File: src/rtl/sdram_port_arbiter_if.sv
// Avalon-MM style command/response bundle shared by the display port, the draw
// port and the downstream SDRAM master of sdram_port_arbiter.
interface sdram_port_arbiter_if #(
  parameter int ADDR_W = 24,
  parameter int DATA_W = 16
);
  logic [ADDR_W-1:0]   address;
  logic                read;
  logic                write;
  logic [DATA_W-1:0]   writedata;
  logic [DATA_W/8-1:0] byteenable;
  logic                waitrequest;
  logic [DATA_W-1:0]   readdata;
  logic                readdatavalid;

  // master issues commands; slave answers with waitrequest and read returns
  modport master (
    output address, read, write, writedata, byteenable,
    input  waitrequest, readdata, readdatavalid
  );
  modport slave (
    input  address, read, write, writedata, byteenable,
    output waitrequest, readdata, readdatavalid
  );
endinterface

File: src/rtl/sdram_port_arbiter.sv
// Two-port arbiter in front of the SDRAM controller: display reads win by
// default, draw reads/writes win after STARVE_LIMIT lost captures.
module sdram_port_arbiter #(
  parameter int ADDR_W       = 24,
  parameter int DATA_W       = 16,
  parameter int MAX_PENDING  = 8,
  parameter int STARVE_LIMIT = 16
) (
  input  logic                 clk_clk,
  input  logic                 reset_reset_n,
  sdram_port_arbiter_if.slave  disp,
  sdram_port_arbiter_if.slave  draw,
  sdram_port_arbiter_if.master m,
  output logic                 rd_underflow
);
  localparam int BE_W  = DATA_W / 8;
  localparam int PTR_W = $clog2(MAX_PENDING);
  localparam int CNT_W = PTR_W + 1;
  localparam int SC_W  = $clog2(STARVE_LIMIT + 1);
  localparam logic TAG_DISP = 1'b0;
  localparam logic TAG_DRAW = 1'b1;

  typedef enum logic [1:0] {CR_EMPTY, CR_READ, CR_WRITE} cr_state_t;

  cr_state_t         r_cr_state, w_cr_next;
  logic              r_cr_tag;
  logic [ADDR_W-1:0] r_m_address;
  logic [DATA_W-1:0] r_m_writedata;
  logic [BE_W-1:0]   r_m_byteenable;
  logic              r_ready;
  logic [SC_W-1:0]   r_starve_cnt;
  logic              r_tag_mem [MAX_PENDING];
  logic [PTR_W-1:0]  r_wr_ptr, r_rd_ptr;
  logic [CNT_W-1:0]  r_fifo_cnt;
  logic              r_disp_rdv, r_draw_rdv, r_underflow;
  logic [DATA_W-1:0] r_rdata;

  logic             w_cr_free, w_rd_ok, w_disp_can, w_draw_req, w_draw_can;
  logic             w_force, w_grant_ok, w_draw_win, w_disp_win;
  logic             w_push, w_pop, w_fifo_empty, w_pop_tag;
  logic [CNT_W-1:0] w_outstanding;
  logic             w_unused;

  // Handshake: a requester holds its command until it sees waitrequest=0 in a
  // cycle; that cycle is the capture and the command is in CR after the edge.
  // Downstream, CR is presented until m.waitrequest=0, and the same cycle may
  // refill CR with the next winner.
  always_comb begin
    w_cr_free     = (r_cr_state == CR_EMPTY) || !m.waitrequest;
    // reads sitting in CR count as outstanding so the gate never over-issues
    w_outstanding = r_fifo_cnt + CNT_W'(r_cr_state == CR_READ);
    w_rd_ok       = (w_outstanding != CNT_W'(MAX_PENDING));
    w_disp_can    = disp.read && w_rd_ok;
    w_draw_req    = draw.read || draw.write;
    w_draw_can    = w_draw_req && (draw.write || w_rd_ok);
    w_force       = (r_starve_cnt == SC_W'(STARVE_LIMIT));
    w_grant_ok    = r_ready && w_cr_free;
    w_draw_win    = w_grant_ok && w_draw_can && (w_force || !w_disp_can);
    w_disp_win    = w_grant_ok && w_disp_can && !w_draw_win;

    w_cr_next = r_cr_state;
    if (w_cr_free) begin
      if (w_draw_win)      w_cr_next = draw.write ? CR_WRITE : CR_READ;
      else if (w_disp_win) w_cr_next = CR_READ;
      else                 w_cr_next = CR_EMPTY;
    end

    w_push       = (r_cr_state == CR_READ) && !m.waitrequest;
    w_fifo_empty = (r_fifo_cnt == '0);
    w_pop        = m.readdatavalid && !w_fifo_empty;
    w_pop_tag    = r_tag_mem[r_rd_ptr];
  end

  always_ff @(posedge clk_clk or negedge reset_reset_n) begin
    if (!reset_reset_n) r_cr_state <= CR_EMPTY;
    else                r_cr_state <= w_cr_next;
  end

  always_ff @(posedge clk_clk or negedge reset_reset_n) begin
    if (!reset_reset_n) begin
      r_cr_tag       <= TAG_DISP;
      r_m_address    <= '0;
      r_m_writedata  <= '0;
      r_m_byteenable <= '0;
    end else if (w_draw_win) begin
      r_cr_tag    <= TAG_DRAW;
      r_m_address <= draw.address;
      if (draw.write) begin
        r_m_writedata  <= draw.writedata;
        r_m_byteenable <= draw.byteenable;
      end
    end else if (w_disp_win) begin
      r_cr_tag    <= TAG_DISP;
      r_m_address <= disp.address;
    end
  end

  // r_ready keeps both waitrequests high until the first edge after reset
  always_ff @(posedge clk_clk or negedge reset_reset_n) begin
    if (!reset_reset_n) begin
      r_ready      <= 1'b0;
      r_starve_cnt <= '0;
    end else begin
      r_ready <= 1'b1;
      if (w_draw_req && !w_draw_win) begin
        if (!w_force) r_starve_cnt <= r_starve_cnt + SC_W'(1);
      end else begin
        r_starve_cnt <= '0;
      end
    end
  end

  always_ff @(posedge clk_clk or negedge reset_reset_n) begin
    if (!reset_reset_n) begin
      r_wr_ptr   <= '0;
      r_rd_ptr   <= '0;
      r_fifo_cnt <= '0;
    end else begin
      if (w_push) r_wr_ptr <= r_wr_ptr + PTR_W'(1);
      if (w_pop)  r_rd_ptr <= r_rd_ptr + PTR_W'(1);
      r_fifo_cnt <= r_fifo_cnt + CNT_W'(w_push) - CNT_W'(w_pop);
    end
  end

  always_ff @(posedge clk_clk) begin
    if (w_push) r_tag_mem[r_wr_ptr] <= r_cr_tag;
  end

  always_ff @(posedge clk_clk or negedge reset_reset_n) begin
    if (!reset_reset_n) begin
      r_disp_rdv  <= 1'b0;
      r_draw_rdv  <= 1'b0;
      r_rdata     <= '0;
      r_underflow <= 1'b0;
    end else begin
      r_disp_rdv <= w_pop && (w_pop_tag == TAG_DISP);
      r_draw_rdv <= w_pop && (w_pop_tag == TAG_DRAW);
      if (w_pop) r_rdata <= m.readdata;
      if (m.readdatavalid && w_fifo_empty) r_underflow <= 1'b1;
    end
  end

  assign m.address    = r_m_address;
  assign m.read       = (r_cr_state == CR_READ);
  assign m.write      = (r_cr_state == CR_WRITE);
  assign m.writedata  = r_m_writedata;
  assign m.byteenable = r_m_byteenable;

  assign disp.waitrequest   = !w_disp_win;
  assign disp.readdata      = r_rdata;
  assign disp.readdatavalid = r_disp_rdv;
  assign draw.waitrequest   = !w_draw_win;
  assign draw.readdata      = r_rdata;
  assign draw.readdatavalid = r_draw_rdv;
  assign rd_underflow       = r_underflow;

  // the display port is read-only; its write-side bundle signals are ignored
  assign w_unused = &{1'b0, disp.write, disp.writedata, disp.byteenable};
endmodule

File: src/flat_wrapper.sv
// flat-port wrapper written by rule: the top's interface ports become plain ports
module sdram_port_arbiter_flat 
#(
  parameter int ADDR_W       = 24,
  parameter int DATA_W       = 16,
  parameter int MAX_PENDING  = 8,
  parameter int STARVE_LIMIT = 16
)
  (clk_clk, reset_reset_n, rd_underflow, disp_address, disp_read, disp_write, disp_writedata, disp_byteenable, disp_waitrequest, disp_readdata, disp_readdatavalid, draw_address, draw_read, draw_write, draw_writedata, draw_byteenable, draw_waitrequest, draw_readdata, draw_readdatavalid, m_address, m_read, m_write, m_writedata, m_byteenable, m_waitrequest, m_readdata, m_readdatavalid);
  sdram_port_arbiter_if #(.ADDR_W(ADDR_W), .DATA_W(DATA_W)) disp_i ();
  sdram_port_arbiter_if #(.ADDR_W(ADDR_W), .DATA_W(DATA_W)) draw_i ();
  sdram_port_arbiter_if #(.ADDR_W(ADDR_W), .DATA_W(DATA_W)) m_i ();
  input  logic clk_clk;
  input  logic reset_reset_n;
  output logic rd_underflow;
  input wire logic [$bits(disp_i.address)-1:0] disp_address;
  input wire logic [$bits(disp_i.read)-1:0] disp_read;
  input wire logic [$bits(disp_i.write)-1:0] disp_write;
  input wire logic [$bits(disp_i.writedata)-1:0] disp_writedata;
  input wire logic [$bits(disp_i.byteenable)-1:0] disp_byteenable;
  output wire logic [$bits(disp_i.waitrequest)-1:0] disp_waitrequest;
  output wire logic [$bits(disp_i.readdata)-1:0] disp_readdata;
  output wire logic [$bits(disp_i.readdatavalid)-1:0] disp_readdatavalid;
  input wire logic [$bits(draw_i.address)-1:0] draw_address;
  input wire logic [$bits(draw_i.read)-1:0] draw_read;
  input wire logic [$bits(draw_i.write)-1:0] draw_write;
  input wire logic [$bits(draw_i.writedata)-1:0] draw_writedata;
  input wire logic [$bits(draw_i.byteenable)-1:0] draw_byteenable;
  output wire logic [$bits(draw_i.waitrequest)-1:0] draw_waitrequest;
  output wire logic [$bits(draw_i.readdata)-1:0] draw_readdata;
  output wire logic [$bits(draw_i.readdatavalid)-1:0] draw_readdatavalid;
  output wire logic [$bits(m_i.address)-1:0] m_address;
  output wire logic [$bits(m_i.read)-1:0] m_read;
  output wire logic [$bits(m_i.write)-1:0] m_write;
  output wire logic [$bits(m_i.writedata)-1:0] m_writedata;
  output wire logic [$bits(m_i.byteenable)-1:0] m_byteenable;
  input wire logic [$bits(m_i.waitrequest)-1:0] m_waitrequest;
  input wire logic [$bits(m_i.readdata)-1:0] m_readdata;
  input wire logic [$bits(m_i.readdatavalid)-1:0] m_readdatavalid;
  assign disp_i.address = disp_address;
  assign disp_i.read = disp_read;
  assign disp_i.write = disp_write;
  assign disp_i.writedata = disp_writedata;
  assign disp_i.byteenable = disp_byteenable;
  assign disp_waitrequest = disp_i.waitrequest;
  assign disp_readdata = disp_i.readdata;
  assign disp_readdatavalid = disp_i.readdatavalid;
  assign draw_i.address = draw_address;
  assign draw_i.read = draw_read;
  assign draw_i.write = draw_write;
  assign draw_i.writedata = draw_writedata;
  assign draw_i.byteenable = draw_byteenable;
  assign draw_waitrequest = draw_i.waitrequest;
  assign draw_readdata = draw_i.readdata;
  assign draw_readdatavalid = draw_i.readdatavalid;
  assign m_address = m_i.address;
  assign m_read = m_i.read;
  assign m_write = m_i.write;
  assign m_writedata = m_i.writedata;
  assign m_byteenable = m_i.byteenable;
  assign m_i.waitrequest = m_waitrequest;
  assign m_i.readdata = m_readdata;
  assign m_i.readdatavalid = m_readdatavalid;
  sdram_port_arbiter #(.ADDR_W(ADDR_W), .DATA_W(DATA_W), .MAX_PENDING(MAX_PENDING), .STARVE_LIMIT(STARVE_LIMIT)) u_core (.clk_clk(clk_clk), .reset_reset_n(reset_reset_n), .disp(disp_i), .draw(draw_i), .m(m_i), .rd_underflow(rd_underflow));
endmodule
File: config.mk
export PLATFORM = sky130hd
export DESIGN_NAME = sdram_port_arbiter_flat
export DESIGN_NICKNAME = d
export VERILOG_FILES = /design/src/rtl/sdram_port_arbiter_if.sv /design/src/rtl/sdram_port_arbiter.sv /design/src/flat_wrapper.sv
export SDC_FILE = /design/constraint.sdc
export NUM_CORES = 1
export LEC_CHECK = 0
export ABC_AREA = 0
export CAP_MARGIN = 15
export CORE_AREA = 5 5 106 108
export DETAILED_ROUTE_END_ITERATION = 8
export DIE_AREA = 0 0 111 113
export HOLD_SLACK_MARGIN = 0.12
export PLACE_DENSITY = 0.82
export SETUP_SLACK_MARGIN = 0.3
export SLEW_MARGIN = 20
export SYNTH_ARGS = -nofsm -noshare
export SYNTH_HDL_FRONTEND = slang
export SYNTH_SLANG_ARGS = --single-unit
File: constraint.sdc
create_clock -name clk_clk -period 3.1 [get_ports clk_clk]
set_clock_uncertainty 0.1 [all_clocks]
set_input_delay 0.31 -clock clk_clk [delete_from_list [all_inputs] [get_ports clk_clk]]
set_output_delay 0.31 -clock clk_clk [all_outputs]
set_load 0.005 [all_outputs]
==> impl_results.md <==
- Outcome: complete, no violations
- Slew of the pin with the lowest slew margin: approximately 740 ps
- First-pass detailed-route iteration total: 4
- Via density: between 4 and 5
- Max cap viols: 0
- Clock Latency Late Sink: roughly 350 ps
- Post-synth EDFFs: 8
- DRC: 0
- Tot Pwr: a little under 5 mW
- Top cells by area, synth: dfrtp_1 (48%), mux2_2 (13%), mux2_4 (6.5%)
- Commonest non-fill, non-tap cell in the layout: clkdlybuf4s50_1
- Die Y: between 100 and 150 um
- Crit path buf inv count: 3
- Die ar.: 12,500 sq um
- First-pass GRT wire length: ~16 mm
- Detail Placement HPWL: 7.31 mm
- Crit Path Category: flop to flop
- Top-area cell type share of the netlist area: about 48%
- Most Frequent Cell on Critical Path: buf_4
- Ports: around 190
- Total clock sinks: 88
- Register area share after synthesis: 53.7%
- Starting density of the core: between 40% and 50%
- Num rows: 37
- Maximum vdd drop: 0.402 mV
- Xor/xnor share of the synthesized area: between 2 and 2.5%
- RSZ-0062 raised after global routing: no
- Antenna Cells: 0
- Core area: between 10,000 and 15,000 sq um
- Fmax: 372 MHz
- Area grow syn2layout: 48.5%
- Most frequent cells in the layout: clkdlybuf4s50_1 (166), dfrtp_1 (80), nand2_1 (58)
- Critical Path Start Type: flop
- Mux share of post-synthesis cell area: 21.3%
- Pwr/cell area: approximately 780 nW/um^2
- Die Wd: between 100 and 150 um
- CP max stage delay: roughly 400 ps
- Worst-path fanout max: 15
- CTS HTree Levels: 3
- Largest family of logic cells by synthesized area: multiplexers
- Yosys warnings: 0
- Clock buffer depth: 2
- Synth Area in Adders: 4.08%
- Compound-gate portion of the synthesized area: between 2 and 2.5%
- Slew Limit Fails: 0
- Pin count of the biggest net entering global routing: 81
- Setup tns final: 0 ps
- GRT Resource Usage Total: roughly 16%
- CP top delay family: multiplexers
- Final hold violation count: 0
- Leading area contributor after synthesis: dfrtp_1
- Initial antenna violation count: 0
- Period utilization: 86.8%
- Post-synth net total: 449
- Critical Path AT: 2830 ps
- Crit path required time: 3240 ps
- Seq cells post-synth: 88
- Final min period: 2690 ps
- Fin nets: roughly 600
- Prevailing post-synth register cell: dfrtp_1
- CTS tree: built
- CP endpoint kind: flop
- Leak Pwr: around 2.7 nW
- Antenna-violating nets left: 0
- Syn Area/Cell: 12.7 sq um
- Clock Pin Slew Worst Setup and Hold Paths: 80 ps
- Setup violations, final: 0
- Max-slew headroom: approximately 50%
- Final wirelength: between 9 and 10 mm
- Worst hold path type: flop to flop
- Crit-path cells: nor2b_2 > ha_4 > ha_4 > nor2_2 > o211ai_4 > buf_4 > buf_4 > nand4_4 > buf_4 > mux2_4 > mux2_2
- Vias in the first global route: 3,280
- Routability Congestion: 0.765
- Proportion of layout cells with a drive suffix above 1: between 20% and 30%
- Number of buffers created by CTS: 9
- Slowest cell on the critical path: dfrtp_1
- Count of input and output buffers: 169
- DR iter-0 viols: 115
- Root Driver: clkbuf_8
- Post-synth cell types: 39
- Via count: ~3,000
- Asr flop ratio synth: approximately nine tenths
- Post-Syn Area: around 4200 sq um
- Post-DR wirelength/cell: 15.2 um
- Post-Syn Instances: between 300 and 400
- Congestion Overflow GR: 0
- Post-Synth Simple-Gate Area: 10.6%
logic make-up after synthesis:
kind of cell             count (synthesis)
AND/OR/NAND/NOR                         93
multiplexers                            71
XOR/XNOR                                11
flip-flops                              88
buffers and inverters                   40
other                                    1
adder cells (fa/ha/maj)                 13
AO/OA/AOI/OAI                           11
what timing repair did:
action,in CTS,in global routing
endpoints found under the setup margin,26,38
gates resized for setup,11,6
pin swaps,4,4
hold buffers,1,0
endpoints found under the hold margin,80,0
buffers inserted,5,3
flip-flops by register name (all words and copies together), names as in the netlist, 2 cells and up:
register	count
u_core.r_tag_mem	8
u_core.r_wr_ptr	3
u_core.r_cr_state	2
u_core.m.address	24
u_core.r_fifo_cnt	4
u_core.r_rd_ptr	3
u_core.r_starve_cnt	5
u_core.disp.readdata	16
u_core.m.writedata	16
u_core.m.byteenable	2
area by class of cell:
type | instances | area (sq um)
Fill cell | 776 | 3940
Sequential cell | 88 | 2240
Timing Repair Buffer | 185 | 1810
Multi-Input combinational cell | 200 | 1740
Tap cell | 136 | 170
Clock buffer | 9 | 124
Clock inverter | 7 | 62.6
Inverter | 12 | 45.0
final timing paths:
check	cells past startpoint	startpoint	end	slack, ps
worst max-delay path	11	u_core.r_cr_state[0]	u_core.m.address[9]	410
min in group asynchronous	2	reset_reset_n	u_core.r_fifo_cnt[3]	420
worst min register to register	1	u_core.rd_underflow	u_core.rd_underflow	360
max in group asynchronous	2	reset_reset_n	u_core.r_wr_ptr[2]	1930
worst max register to register	11	u_core.r_cr_state[0]	u_core.m.address[9]	410
worst min-delay path	1	u_core.rd_underflow	u_core.rd_underflow	360
power breakdown:
part	internal (mW)	leakage [nW]	switching [mW]	total [mW]
Combinational	1.45	1.58	0.723	2.18
Clock	0.364	0.0917	0.400	0.765
Sequential	1.61	1.03	0.309	1.92
routing by layer:
| layer | vias up | global-route usage (%) | routed length [um] |
|---|---|---|---|
| met5 | - | 0 | 0 |
| met2 | 133 | 26.7 | 4650 |
| met4 | 0 | 6.90 | 218 |
| met1 | 1443 | 17.9 | 3890 |
| met3 | 17 | 6.42 | 946 |
| li1 | 1413 | - | - |
cells in the mapped netlist, drive strengths merged (3+ instances only):
| cell type | n |
|---|---|
| dfrtp | 80 |
| mux2 | 67 |
| nand2 | 58 |
| buf | 24 |
| ha | 12 |
| inv | 12 |
| nor2 | 9 |
| edfxtp | 8 |
| nor3 | 8 |
| xnor2 | 7 |
| a21o | 4 |
| clkbuf | 4 |
| nand2b | 4 |
| xor2 | 4 |
| a21oi | 3 |
| nor2b | 3 |
through the flow:
step	utilization (%)	cells	worst slack [ps]	area, sq um	hold WS (ps)
6_report	61.1	637	409	6200	362
5_1_grt	61.1	637	286	6200	363
4_1_cts	60.6	634	310	6140	364
3_5_place_dp	58.2	612	109	5900	347
3_3_place_gp	58.2	612	165	5900	342
2_1_floorplan	-	328	540	4170	-85.6
worst reg2reg max path: cells and delay by family (launching register included):
kind / cells / cell delay (ps)
simple gates: 3 / 430
mux: 2 / 610
flops: 1 / 390
buf+inv: 3 / 590
fa+ha+maj: 2 / 380
compound gates: 1 / 90
(Power assumes the default switching activity.)
